### config.mk
export PLATFORM = sky130hd
export DESIGN_NAME = approx_recovery_accum
export DESIGN_NICKNAME = d
export VERILOG_FILES = /design/src/rtl/approx_recovery_accum.sv
export SDC_FILE = /design/constraint.sdc
export NUM_CORES = 1
export LEC_CHECK = 0
export CAP_MARGIN = 20
export CELL_PAD_IN_SITES_DETAIL_PLACEMENT = 1
export CELL_PAD_IN_SITES_GLOBAL_PLACEMENT = 2
export CORE_ASPECT_RATIO = 1.25
export CORE_MARGIN = 4
export CORE_UTILIZATION = 27
export DETAILED_ROUTE_END_ITERATION = 10
export GPL_TIMING_DRIVEN = 1
export PLACE_DENSITY_LB_ADDON = 0.1
export SETUP_SLACK_MARGIN = 0.2
export SYNTH_ARGS = -nofsm -noshare
export SYNTH_HDL_FRONTEND = slang
export SYNTH_SLANG_ARGS = --single-unit
### constraint.sdc
create_clock -name clk -period 3.65 [get_ports clk]
set_input_delay 0.365 -clock clk [delete_from_list [all_inputs] [get_ports clk]]
set_output_delay 0.365 -clock clk [all_outputs]
set_load 0.05 [all_outputs]
### src/rtl/approx_recovery_accum.sv
// rtl/approx_recovery_accum.sv - multi-cycle row/error accumulator for the approximate 16x16 multiplier
module approx_recovery_accum #(
  parameter int NUM_REC = 4
) (
  input  logic         clk,
  input  logic         rst,
  input  logic         in_valid,
  output logic         in_ready,
  input  logic [19:1]  c1,
  input  logic [23:5]  c2,
  input  logic [27:9]  c3,
  input  logic [31:13] c4,
  input  logic [18:3]  ei,
  input  logic [22:7]  ej,
  input  logic [26:11] ek,
  input  logic [30:15] el,
  output logic [32:0]  approx_sum,
  output logic [32:0]  result,
  output logic         out_valid,
  input  logic         out_ready,
  output logic         busy
);

  typedef enum logic [1:0] {
    IDLE = 2'd0,
    ACC  = 2'd1,
    REC  = 2'd2,
    DONE = 2'd3
  } state_t;

  // Index of the last error pass; only meaningful when NUM_REC > 0.
  localparam int          LAST_REC_INT = (NUM_REC > 4) ? 3 : ((NUM_REC > 0) ? NUM_REC - 1 : 0);
  localparam logic [1:0]  LAST_REC     = 2'(LAST_REC_INT);

  state_t        state_q, state_d;
  logic [32:0]   acc_q, acc_d;
  logic [1:0]    idx_q, idx_d;
  logic [32:0]   approx_q, approx_d;
  logic [32:0]   result_q, result_d;
  logic          cap_en;

  logic [19:1]   c1_q;
  logic [23:5]   c2_q;
  logic [27:9]   c3_q;
  logic [31:13]  c4_q;
  logic [18:3]   ei_q;
  logic [22:7]   ej_q;
  logic [26:11]  ek_q;
  logic [30:15]  el_q;

  logic [32:0]   row_op;
  logic [32:0]   err_op;
  logic [32:0]   add_op;
  logic [32:0]   sum;

  // Place the selected captured vector at its binary weight in the 33-bit frame.
  always_comb begin
    row_op = '0;
    err_op = '0;
    case (idx_q)
      2'd0: begin row_op = {13'd0, c1_q, 1'b0};  err_op = {14'd0, ei_q, 3'b0};  end
      2'd1: begin row_op = {9'd0,  c2_q, 5'b0};  err_op = {10'd0, ej_q, 7'b0};  end
      2'd2: begin row_op = {5'd0,  c3_q, 9'b0};  err_op = {6'd0,  ek_q, 11'b0}; end
      default: begin row_op = {1'b0, c4_q, 13'b0}; err_op = {2'd0, el_q, 15'b0}; end
    endcase
    add_op = (state_q == REC) ? err_op : row_op;
    sum    = acc_q + add_op;
  end

  // Next-state and datapath control for the IDLE/ACC/REC/DONE sequence.
  always_comb begin
    state_d  = state_q;
    acc_d    = acc_q;
    idx_d    = idx_q;
    approx_d = approx_q;
    result_d = result_q;
    cap_en   = 1'b0;
    case (state_q)
      IDLE: begin
        if (in_valid) begin
          cap_en  = 1'b1;
          acc_d   = '0;
          idx_d   = '0;
          state_d = ACC;
        end
      end
      ACC: begin
        acc_d = sum;
        idx_d = idx_q + 2'd1;
        if (idx_q == 2'd3) begin
          approx_d = sum;
          idx_d    = '0;
          if (NUM_REC == 0) begin
            result_d = sum;
            state_d  = DONE;
          end else begin
            state_d  = REC;
          end
        end
      end
      REC: begin
        acc_d = sum;
        idx_d = idx_q + 2'd1;
        if (idx_q == LAST_REC) begin
          result_d = sum;
          idx_d    = '0;
          state_d  = DONE;
        end
      end
      DONE: begin
        if (out_ready) begin
          state_d = IDLE;
        end
      end
      default: state_d = IDLE;
    endcase
  end

  // Control and result registers; reset aborts any operation in flight.
  always_ff @(posedge clk) begin
    if (rst) begin
      state_q  <= IDLE;
      acc_q    <= '0;
      idx_q    <= '0;
      approx_q <= '0;
      result_q <= '0;
    end else begin
      state_q  <= state_d;
      acc_q    <= acc_d;
      idx_q    <= idx_d;
      approx_q <= approx_d;
      result_q <= result_d;
    end
  end

  // Operand capture, only on the accept edge so busy-time input changes are ignored.
  always_ff @(posedge clk) begin
    if (rst) begin
      c1_q <= '0;
      c2_q <= '0;
      c3_q <= '0;
      c4_q <= '0;
      ei_q <= '0;
      ej_q <= '0;
      ek_q <= '0;
      el_q <= '0;
    end else if (cap_en) begin
      c1_q <= c1;
      c2_q <= c2;
      c3_q <= c3;
      c4_q <= c4;
      ei_q <= ei;
      ej_q <= ej;
      ek_q <= ek;
      el_q <= el;
    end
  end

  assign in_ready   = (state_q == IDLE);
  assign busy       = (state_q != IDLE);
  assign out_valid  = (state_q == DONE);
  assign approx_sum = approx_q;
  assign result     = result_q;

endmodule

### Word level (Yosys, flattened, before mapping)

Cells that the tools add are included.

| word-level totals | value |
|---|---|
| bits in registers | 243 |
| bits in latches | 0 |
| memories kept | 0 |
| input port bits | 144 |
| bits in writable memories | 0 |
| ROM bits | 0 |
| logic and storage cells | 49 |

| cells by class | value |
|---|---|
| add/sub/neg operators | 2 |
| muxes and demuxes | 15 |
| order comparisons | 0 |
| bitwise logic cells | 0 |
| equality and inequality tests | 10 |
| reductions and logical operators | 9 |
| divide/modulo/power cells | 0 |
| shift operators | 0 |
| $mul | 0 |

Operator list:

| kind | number |
|---|---|
| $pmux 32 s3 | 1 |
| $pmux 31 s3 | 1 |
| $mux 33 | 2 |
| $pmux 33 s2 | 1 |
| $add 33x33->33 | 1 |
| $mux 2 | 6 |
| $eq 2x2->1 const B | 4 |
| $pmux 2 s4 | 1 |
| $reduce_and 2->1 | 3 |
| $eq 2x1->1 const B | 2 |
| $logic_not 2->1 | 2 |
| $ne 2x1->1 const B | 2 |
| $ne 2x2->1 const B | 2 |
| $pmux 2 s2 | 1 |
| $reduce_and 4->1 | 1 |
| $reduce_bool 2->1 | 2 |
| $add 2x1->2 const B | 1 |
| $mux 1 | 2 |
| $reduce_or 2->1 | 1 |

### Logic depth before layout (Yosys ltp)

Gate-level depths: netlist of run 1.

| depth | value |
|---|---|
| word-level depth | 5 |
| gate-level depth with buffers | 19 |

### Least setup slack after synthesis of run 1

No wires, ideal clock.

| timing path | value |
|---|---|
| kind | flip-flop to flip-flop |
| from | register state_q[0] |
| to | register approx_q[29], in the netlist approx_sum[29] |
| arrival | 3.864 ns |
| library setup time | 0.063 ns |
| slack | -0.277 ns |
| cell stages (with the launch flop) | 17 |
| period minus slack after synthesis | 3.927 ns |
| cells stage by stage | dfxtp_1 > inv_1 > ha_1 > clkbuf_1 > buf_1 > nor2_1 > and3_1 > ha_1 > fa_1 > a21o_1 > a221oi_2 > o21ai_2 > a22o_1 > o21ai_2 > nor3_2 > or4_1 > nand3_1 |

| on the way | value |
|---|---|
| cells in the longest elaborated chain, start to end | 3 |

Ends and longest elaborated chain:

| what | line | source |
|---|---|---|
| from (decl) | 35 | `state_t state_q, state_d;` |
| from (signal assigned) | 128 | `state_q <= state_d;` |
| $eq 2x2->1 | 66 | `add_op = (state_q == REC) ? err_op : row_op;` |
| $mux 33 | 66 |  |
| $add 33x33->33 | 67 | `sum = acc_q + add_op;` |
| to (signal assigned) | 131 | `approx_q <= approx_d;` |
| to (decl) | 38 | `logic [32:0] approx_q, approx_d;` |

Parallel ways exist; a longest one is shown, timed or not.
A chain may end at the register's enable or synchronous reset.

### Worst setup path in the final report of run 1

| timing path | value |
|---|---|
| from | register idx_q[0] |
| to | register result_q[19], in the netlist result[19] |

| on the way | value |
|---|---|
| cells in the longest elaborated chain, start to end | 4 |

Ends and longest elaborated chain:

| what | line | source |
|---|---|---|
| from (decl) | 37 | `logic [1:0] idx_q, idx_d;` |
| from (signal assigned) | 130 | `idx_q <= idx_d;` |
| $eq 2x2->1 (tied with other cells) | 60 | `case (idx_q)` |
| $pmux 32 s3 / $pmux 31 s3 (equally long branches) | 60 |  |
| $mux 33 | 66 |  |
| $add 33x33->33 | 67 |  |
| to (signal assigned) | 132 | `result_q <= result_d;` |
| to (decl) | 39 | `logic [32:0] result_q, result_d;` |

Parallel ways exist; a longest one is shown, timed or not.

==> run summary, run 1 <==
Crit path max-delay family: compound AO/OA/AOI/OAI gates
layout filler cell count: 4940
Static Leak: 6.47 nW
crit path time final: 3.63 ns
Die H: 237 um
clk buf depth: 3
first-pass GRT wire length: 68400 um
via count: 11336
final core occ: 0.411
CP max FO: 5
P per Cell Area: 623 nW/um2
share of cells above drive strength 1: 0.201
Pint: 0.00660 W
vias in the first global route: 11571
initial cell density of the core: 0.274
initial antenna violation count: 1
pin count of the biggest net entering global routing: 88
Max-slew headroom: 0.340
Min Hold Slack: 0.226 ns
final worst path period share: 0.995
Wirelength per Cell: 19.4 um
max-slew violations: 0
main area contributors after synthesis: dfxtp_1, nand2_1, a21oi_1
Nets: 1943
fin cells: 2329
EDFF count, synth: 0
fin area: 17000 um2
Post-DP Area: 14900 um2
status: finished clean
Synth warnings: 0
IO Pins: 213
Synth top cells by count: nand2_1, dfxtp_1, a21oi_1
routed vias/inst: 4.87
switching part of the total power: 0.376
DR iter-0 viols: 442
H-tree depth: 1
CTS tree: built
remaining antenna violation count: 0
Num CTS Buffers: 27
Main synth FF type: dfxtp_1
min-delay worst type: in2reg
n_diodes: 0
clock-pin slew on the worst setup and hold paths: 0.06 ns
CP required: 4.09 ns
I/O Buffers: 210
P&R area growth vs syn: 49.7%
placed cells: 2252
startpoint types: flip-flop
Peak VDD IR: 0.321 mV
Root Driver: clkbuf_16
sequential cell area fraction in the yosys report: 0.424
Post-CTS Hold Buffers: 0
Seq pwr share: 0.306
crit path kind: reg2reg
Std-Cell Rows: 83
core outline area: 41300 um2
Yosys top cell by area: dfxtp_1
total wire length: 45200 um
Final Setup Violations: 0
Die ar.: 45400 um2
Detail Placement HPWL: 34000 um
count of cell types in the netlist: 60
GP Congestion: 0.839
Clock power frac: 0.279
crit path max-delay cell type: a222oi_1
RSZ-0062 raised after global routing: true
critical path buffer and inverter count: 4
drc violations: 0
Crit. End Element: flip-flop
Worst Skew: 0.0145 ns
CP cell instances: inv_4, ha_4, buf_6, a222oi_1, nor2b_2, a211oi_2, ha_1, a21o_1, a311oi_2, o211ai_1, nand4_1, buf_4, o21ai_2, xnor2_1, buf_4, o21ai_2
gr ovfl total: 0
count leader, synth: nand2_1
Slew @ Worst Pin: 0.990 ns
ys async rst share: 0
Sw Pwr: 0.00398 W
area share of the largest cell type after synthesis: 0.424
Pre-antenna DRT Iters: 8
FMAX: 275 MHz
syn avg cell area: 7.77 um2
crit-path max cell delay: 0.45 ns
GRT Total Usage: 0.190
r2r setup slk: 0.02 ns
Register Area: 4810 um2
logic gate share of total power: 0.415
die width: 191 um
CTS Sinks: 240
synthesized instance count: 1460
clk_lat worst skew: 0.55 ns
area of the multi-input gates: 6930 um2
Hold Fails Final Rpt: 0
Post-Syn Area: 11300 um2
Worst EP arrival: 4.07 ns
register bit count reported by yosys: 240
MaxCap Viol Count: 0
==> area by class of cell <==
type	instances	area share
clock buffer	33	0.0441
inverter	18	0.00450
clock inverter	16	0.0127
multi-input combinational	1095	0.409
sequential	240	0.284
timing repair buffer	375	0.206
tap	552	0.0407
==> metal layers <==
layer  track usage  part of all wire  vias to the layer above
li1              -                 -                     5650
met1         0.249              0.45                     5446
met2         0.334              0.50                      195
met3        0.0260             0.036                       43
met4        0.0390             0.019                        2
met5             0           0.00029                        -
==> state kept, by name (all words and copies together) (netlist names) <==
signal and cells:
acc_q 32, approx_sum 32, c1_q 19, c2_q 19, c3_q 19, c4_q 19, ei_q 16, ej_q 16
ek_q 16, el_q 16, idx_q 2, result 32, state_q 2
==> cells in the final DEF, fill, tap and decap left out, types with 9 or more instances in the layout <==
cell             count
a21o_1              21
o21ai_1             17
a22o_1              13
o21ai_0             13
inv_1               14
o21ai_2             15
a211oi_2            12
nand2_1            408
dfxtp_1            238
buf_4              142
nand3_1             27
clkdlybuf4s50_1    209
a21oi_1            199
nor3_1              12
nand4_1             14
a22oi_1             18
mux2i_1             21
ha_1                28
nor2_1              67
a222oi_1             9
buf_6               17
clkbuf_16           27
a211oi_1             9
a21oi_2             17
ha_4                 9
==> final timing paths <==
check | from | endpoint | cells after the start
setup reg to reg | idx_q[0] | result[19] | 16
setup / recovery | idx_q[0] | result[19] | 16
hold reg to reg | result[25] | result[25] | 2
hold / removal | rst | approx_sum[21] | 2
==> worst reg2reg max path, stage by stage (launching register included) <==
cell	delay [ns]
dfxtp_4	0.39
inv_4	0.06
ha_4	0.16
buf_6	0.13
a222oi_1	0.45
nor2b_2	0.24
a211oi_2	0.05
ha_1	0.36
a21o_1	0.22
a311oi_2	0.31
o211ai_1	0.26
nand4_1	0.27
buf_4	0.15
o21ai_2	0.05
xnor2_1	0.16
buf_4	0.20
o21ai_2	0.07
==> power by group through the flow <==
stage	clock network (W)	registers [W]	logic, W
6_report	0.00296	0.00324	0.00438
5_1_grt	0.00317	0.00327	0.00478
4_1_cts	0.00305	0.00323	0.00416
3_5_place_dp	0	0.00327	0.00384
3_3_place_gp	0	0.00327	0.00378
2_1_floorplan	0	0.00317	0.00221
==> kinds of logic after synthesis <==
| logic type | count (synthesis) | synth area share |
|---|---|---|
| compound gates | 410 | 0.225 |
| xor+xnor | 26 | 0.0201 |
| fa+ha+maj | 42 | 0.0470 |
| buf+inv | 126 | 0.0425 |
| flops | 240 | 0.424 |
| mux | 29 | 0.0293 |
| other cells | 1 | 0.000331 |
| simple gates | 586 | 0.212 |
==> repair_timing <==
| item | in CTS | in global routing |
|---|---|---|
| setup buffers | 12 | 15 |
| gates resized for setup | 100 | 107 |
| pin swaps | 33 | 64 |
| endpoints found under the setup margin | 68 | 67 |
| cloned | 1 | 0 |
==> metrics by stage <==
| stage | TNS, ns | total power (W) | setup WS [ns] |
|---|---|---|---|
| after global placement | -3.06 | 0.00705 | -0.211 |
| after floorplan | 0 | 0.00538 | 0.204 |
| after global routing | -1.95 | 0.0112 | -0.116 |
| after detailed placement | -6.71 | 0.00711 | -0.317 |
| final | 0 | 0.0106 | 0.0182 |
| after CTS | 0 | 0.0104 | 0.0245 |
Power figures use the tool's default switching activity.
==> run 2: changes to the inputs <==
ABC_AREA = 1   (was unset)
CORE_UTILIZATION = 26   (was 27)
==> run summary, run 2 <==
status: finished clean
Detail Placement HPWL: 35100 um
Post-CTS Hold Buffers: 0
share of cells above drive strength 1: 0.0929
CP max FO: 22
pin count of the biggest net entering global routing: 144
vias in the first global route: 12648
Peak VDD IR: 0.390 mV
final worst path period share: 0.881
final core occ: 0.359
clk_lat worst skew: 0.57 ns
most common cell after layout, fill and taps aside: nor2_1
main area contributors after synthesis: dfxtp_1, nor2_1, nand2_1
Static Leak: 7.46 nW
n_diodes: 0
register bit count reported by yosys: 240
crit path max-delay cell type: dfxtp_2
Min Hold Slack: 0.384 ns
core outline area: 45400 um2
synthesized instance count: 1832
EDFF count, synth: 0
count of cell types in the netlist: 36
Max-slew headroom: 0.562
most frequent CP cell: nand2_1
max-slew violations: 0
routed vias/inst: 4.57
crit path kind: reg2reg
min-delay worst type: in2reg
total wire length: 46100 um
H-tree depth: 1
Crit path max-delay family: simple AND/OR/NAND/NOR gates
syn avg cell area: 6.56 um2
via count: 12084
Die ar.: 49700 um2
remaining antenna violation count: 0
CP cell instances: inv_1, ha_2, buf_12, a22o_1, a21oi_2, o22ai_1, buf_4, ha_1, nand2_2, inv_1, nand2_1, nand2_1, nand3b_1, buf_4, nand2_1, nand2_1, nand2_1, nand3_1, nand2_1, inv_1
P per Cell Area: 653 nW/um2
Yosys top cell by area: dfxtp_1
Root Driver: clkbuf_16
critical path buffer and inverter count: 6
sequential cell area fraction in the yosys report: 0.400
DR iter-0 viols: 428
P&R area growth vs syn: 35.5%
Std-Cell Rows: 87
Worst Skew: 0.0220 ns
CTS tree: built
Main synth FF type: dfxtp_1
Nets: 2229
ys async rst share: 0
Hold Fails Final Rpt: 0
Slew @ Worst Pin: 0.657 ns
Crit. End Element: flip-flop
Num CTS Buffers: 29
fin cells: 2644
die width: 200 um
Final Setup Violations: 0
area share of the largest cell type after synthesis: 0.400
count leader, synth: nor2_1
crit path time final: 3.21 ns
Pre-antenna DRT Iters: 4
Wirelength per Cell: 17.4 um
gr ovfl total: 0
initial antenna violation count: 0
setup TNS: 0 ns
I/O Buffers: 210
startpoint types: flip-flop
CP required: 4.12 ns
GP Congestion: 0.805
crit-path max cell delay: 0.35 ns
RSZ-0062 raised after global routing: true
CTS Sinks: 240
clk buf depth: 3
initial cell density of the core: 0.265
MaxCap Viol Count: 0
Worst EP arrival: 3.68 ns
clock-pin slew on the worst setup and hold paths: 0.06 ns
drc violations: 0
Die H: 248 um
Post-Syn Area: 12000 um2
FMAX: 311 MHz
Synth top cells by count: nor2_1, nand2_1, dfxtp_1
Synth warnings: 0
first-pass GRT wire length: 72200 um
commonest non-fill, non-tap cells in the layout: nor2_1, nand2_1, dfxtp_1
IO Pins: 213
placed cells: 2588
GRT Total Usage: 0.181
==> run 2: changes by cell type in the layout (fill, tap and decap cells not counted), sizes merged, moves of 17 or more <==
cell	change
a211oi	-21
a22oi	-22
nor2	+377
mux2i	-22
a221oi	+17
nand3	+62
o21ai	+143
a21o	-20
buf	-103
nand2	-57
inv	+181
a21oi	-138
==> run 2: what timing repair did <==
| item | in CTS | in global routing |
|---|---|---|
| gates resized for setup | 21 | 50 |
| gates cloned | 0 | 0 |
| endpoints found under the setup margin | 41 | 59 |
| pin swaps | 1 | 7 |
| buffers inserted | 0 | 1 |
==> run 2: cell type report <==
type / count / area [um2]
repair buffers: 273 / 2700
well taps: 578 / 723
multi-input cells: 1301 / 6360
flip-flops and latches: 240 / 4810
inverters: 198 / 747
clock inverters: 9 / 82.6
clock buffers: 45 / 866
fillers: 5662 / 29100
==> run 2: through the flow <==
stage / area [um2] / power [W] / worst slack (ns)
floorplan: 12000 / 0.00590 / 0.843
global placement: 15000 / 0.00765 / 0.0690
detailed placement: 15000 / 0.00771 / -0.00492
CTS: 16100 / 0.0107 / 0.192
global route: 16300 / 0.0115 / 0.199
finish: 16300 / 0.0106 / 0.436
==> run 2: worst paths after layout <==
path	cells after the start	startpoint	end	slack [ns]
setup / recovery	20	idx_q[0]	result[29]	0.44
hold / removal	3	rst	acc_q[7]	0.38
setup reg to reg	20	idx_q[0]	result[29]	0.44
hold reg to reg	2	c1_q[1]	c1_q[1]	0.46
==> run 2: kinds of logic (layout without fill, tap and decap cells) <==
kind of cell	count (synthesis)	in the layout	synth area share
AO/OA/AOI/OAI	316	316	0.143
XOR/XNOR	15	15	0.0116
adder cells (fa/ha/maj)	42	42	0.0444
buffers and inverters	292	525	0.0936
flip-flops	240	240	0.400
other	1	2	0.000312
AND/OR/NAND/NOR	926	926	0.307
==> run 2: per-layer routing <==
metal  vias to the layer above  share of wire  global-route usage
met5                         -              0                   0
met4                         0          0.017              0.0417
met3                        43          0.034              0.0251
met2                       179           0.49               0.328
met1                      5640           0.46               0.231
li1                       6222              -                   -
==> run 2: worst register-to-register path, stage by stage (launching register included) <==
cell and delay, ns:
dfxtp_2 0.35, inv_1 0.09, ha_2 0.22, buf_12 0.17, a22o_1 0.27, a21oi_2 0.14, o22ai_1 0.12, buf_4 0.16
ha_1 0.34, nand2_2 0.14, inv_1 0.06, nand2_1 0.06, nand2_1 0.06, nand3b_1 0.25, buf_4 0.19, nand2_1 0.13
nand2_1 0.09, nand2_1 0.08, nand3_1 0.07, nand2_1 0.08, inv_1 0.04
==> run 2: where the power goes <==
part | switching (W) | internal (W) | total (W)
registers | 0.000348 | 0.00318 | 0.00353
clock network | 0.00119 | 0.00170 | 0.00289
logic | 0.00268 | 0.00155 | 0.00422
==> run 3: changes to the inputs <==
ABC_AREA = unset   (was 1)
CORE_MARGIN = unset   (was 4)
CORE_UTILIZATION = 27   (was 26)
==> run summary, run 3 (same netlist as run 1, synthesis figures left out) <==
Worst EP arrival: 4.10 ns
initial antenna violation count: 0
Crit. End Element: flip-flop
GP Congestion: 0.827
pin count of the biggest net entering global routing: 160
CP cell instances: inv_4, ha_4, buf_8, a222oi_1, nor2b_2, a211oi_2, ha_1, and2_4, a221o_1, a31oi_4, o221ai_4, o31a_1, a211oi_2, a21oi_1
I/O Buffers: 210
CP max FO: 7
P&R area growth vs syn: 51.0%
vias in the first global route: 11780
crit path max-delay cell type: a222oi_1
RSZ-0062 raised after global routing: true
Peak VDD IR: 0.417 mV
final core occ: 0.416
die width: 185 um
total wire length: 44300 um
failing checks: setup timing
remaining antenna violation count: 0
Detail Placement HPWL: 32500 um
Hold Fails Final Rpt: 0
status: complete, but fails checks
share of cells above drive strength 1: 0.206
area of the multi-input gates: 6970 um2
clk_lat worst skew: 0.56 ns
clock-pin slew on the worst setup and hold paths: 0.06 ns
startpoint types: flip-flop
CTS tree: built
DR iter-0 viols: 537
Nets: 1953
drc violations: 0
Register Area: 4810 um2
Num CTS Buffers: 27
FMAX: 271 MHz
Slew @ Worst Pin: 0.881 ns
crit path time final: 3.68 ns
crit path kind: reg2reg
Std-Cell Rows: 83
min-delay worst type: in2reg
Pre-antenna DRT Iters: 7
H-tree depth: 1
layout filler cell count: 4854
Die ar.: 42800 um2
CP required: 4.07 ns
Final Setup Violations: 6
CTS Sinks: 240
MaxCap Viol Count: 0
setup TNS: -0.0904 ns
final worst path period share: 1.01
IO Pins: 213
first-pass GRT wire length: 68000 um
setup ws final: -0.0338 ns
most common cell after layout, fill and taps aside: nand2_1
most frequent CP cell: a211oi_2
initial cell density of the core: 0.275
pre-CTS WS: -0.375 ns
Max-slew headroom: 0.413
Wirelength per Cell: 18.9 um
Static Leak: 6.52 nW
Die H: 231 um
n_diodes: 0
via count: 11419
max-slew violations: 0
GRT Total Usage: 0.206
P per Cell Area: 613 nW/um2
routed vias/inst: 4.88
Root Driver: clkbuf_16
crit-path max cell delay: 0.53 ns
core outline area: 41200 um2
commonest non-fill, non-tap cells in the layout: nand2_1, dfxtp_1, clkdlybuf4s50_1
Worst Skew: 0.0147 ns
clk buf depth: 3
gr ovfl total: 0
==> run 3: cell type report <==
| type | count | area share |
|---|---|---|
| flip-flops and latches | 240 | 0.281 |
| repair buffers | 385 | 0.211 |
| well taps | 552 | 0.0403 |
| clock inverters | 14 | 0.0110 |
| clock buffers | 36 | 0.0455 |
| inverters | 18 | 0.00446 |
| multi-input cells | 1095 | 0.407 |
==> run 3: final timing paths <==
check	startpoint	endpoint	slack, ns	depth (start not counted)
worst min register to register	result[16]	result[16]	0.45	2
worst max register to register	idx_q[0]	approx_sum[32]	-0.03	14
worst max-delay path	idx_q[0]	approx_sum[32]	-0.03	14
worst min-delay path	rst	result[21]	0.20	2
==> run 3: per-stage QoR <==
step | hold WS [ns] | area [um2] | total power (W) | cells
global route | 0.212 | 17100 | 0.0111 | 2340
floorplan | 0.422 | 11400 | 0.00538 | 1461
CTS | 0.190 | 16700 | 0.0104 | 2326
detailed placement | 0.446 | 14800 | 0.00698 | 2251
finish | 0.197 | 17100 | 0.0105 | 2340
global placement | 0.439 | 14800 | 0.00692 | 2251
==> run 3: repair_timing <==
item	CTS	global route
hold buffers	0	0
pin swaps	90	69
endpoints found under the setup margin	60	63
buffers inserted	25	14
resized for setup	157	71
==> run 3: layer usage <==
| layer | track usage | routed length, um | vias to the layer above |
|---|---|---|---|
| met4 | 0.0790 | 1450 | 0 |
| li1 | - | - | 5671 |
| met5 | 0 | 0 | - |
| met1 | 0.264 | 19700 | 5469 |
| met2 | 0.352 | 21700 | 222 |
| met3 | 0.0211 | 1380 | 57 |
==> run 3: worst max-delay path: cells and delay by family, from the launching register on <==
| family | cells | cell delay, ns |
|---|---|---|
| compound gates | 8 | 2.02 |
| buf+inv | 2 | 0.18 |
| flops | 1 | 0.38 |
| fa+ha+maj | 2 | 0.50 |
| simple gates | 2 | 0.45 |
==> run 3: power by group <==
part	leakage, nW	internal [W]	switching (W)
clock	0.472	0.00179	0.00119
sequential	1.96	0.00298	0.000280
combinational	4.09	0.00175	0.00252
total	6.52	0.00652	0.00399
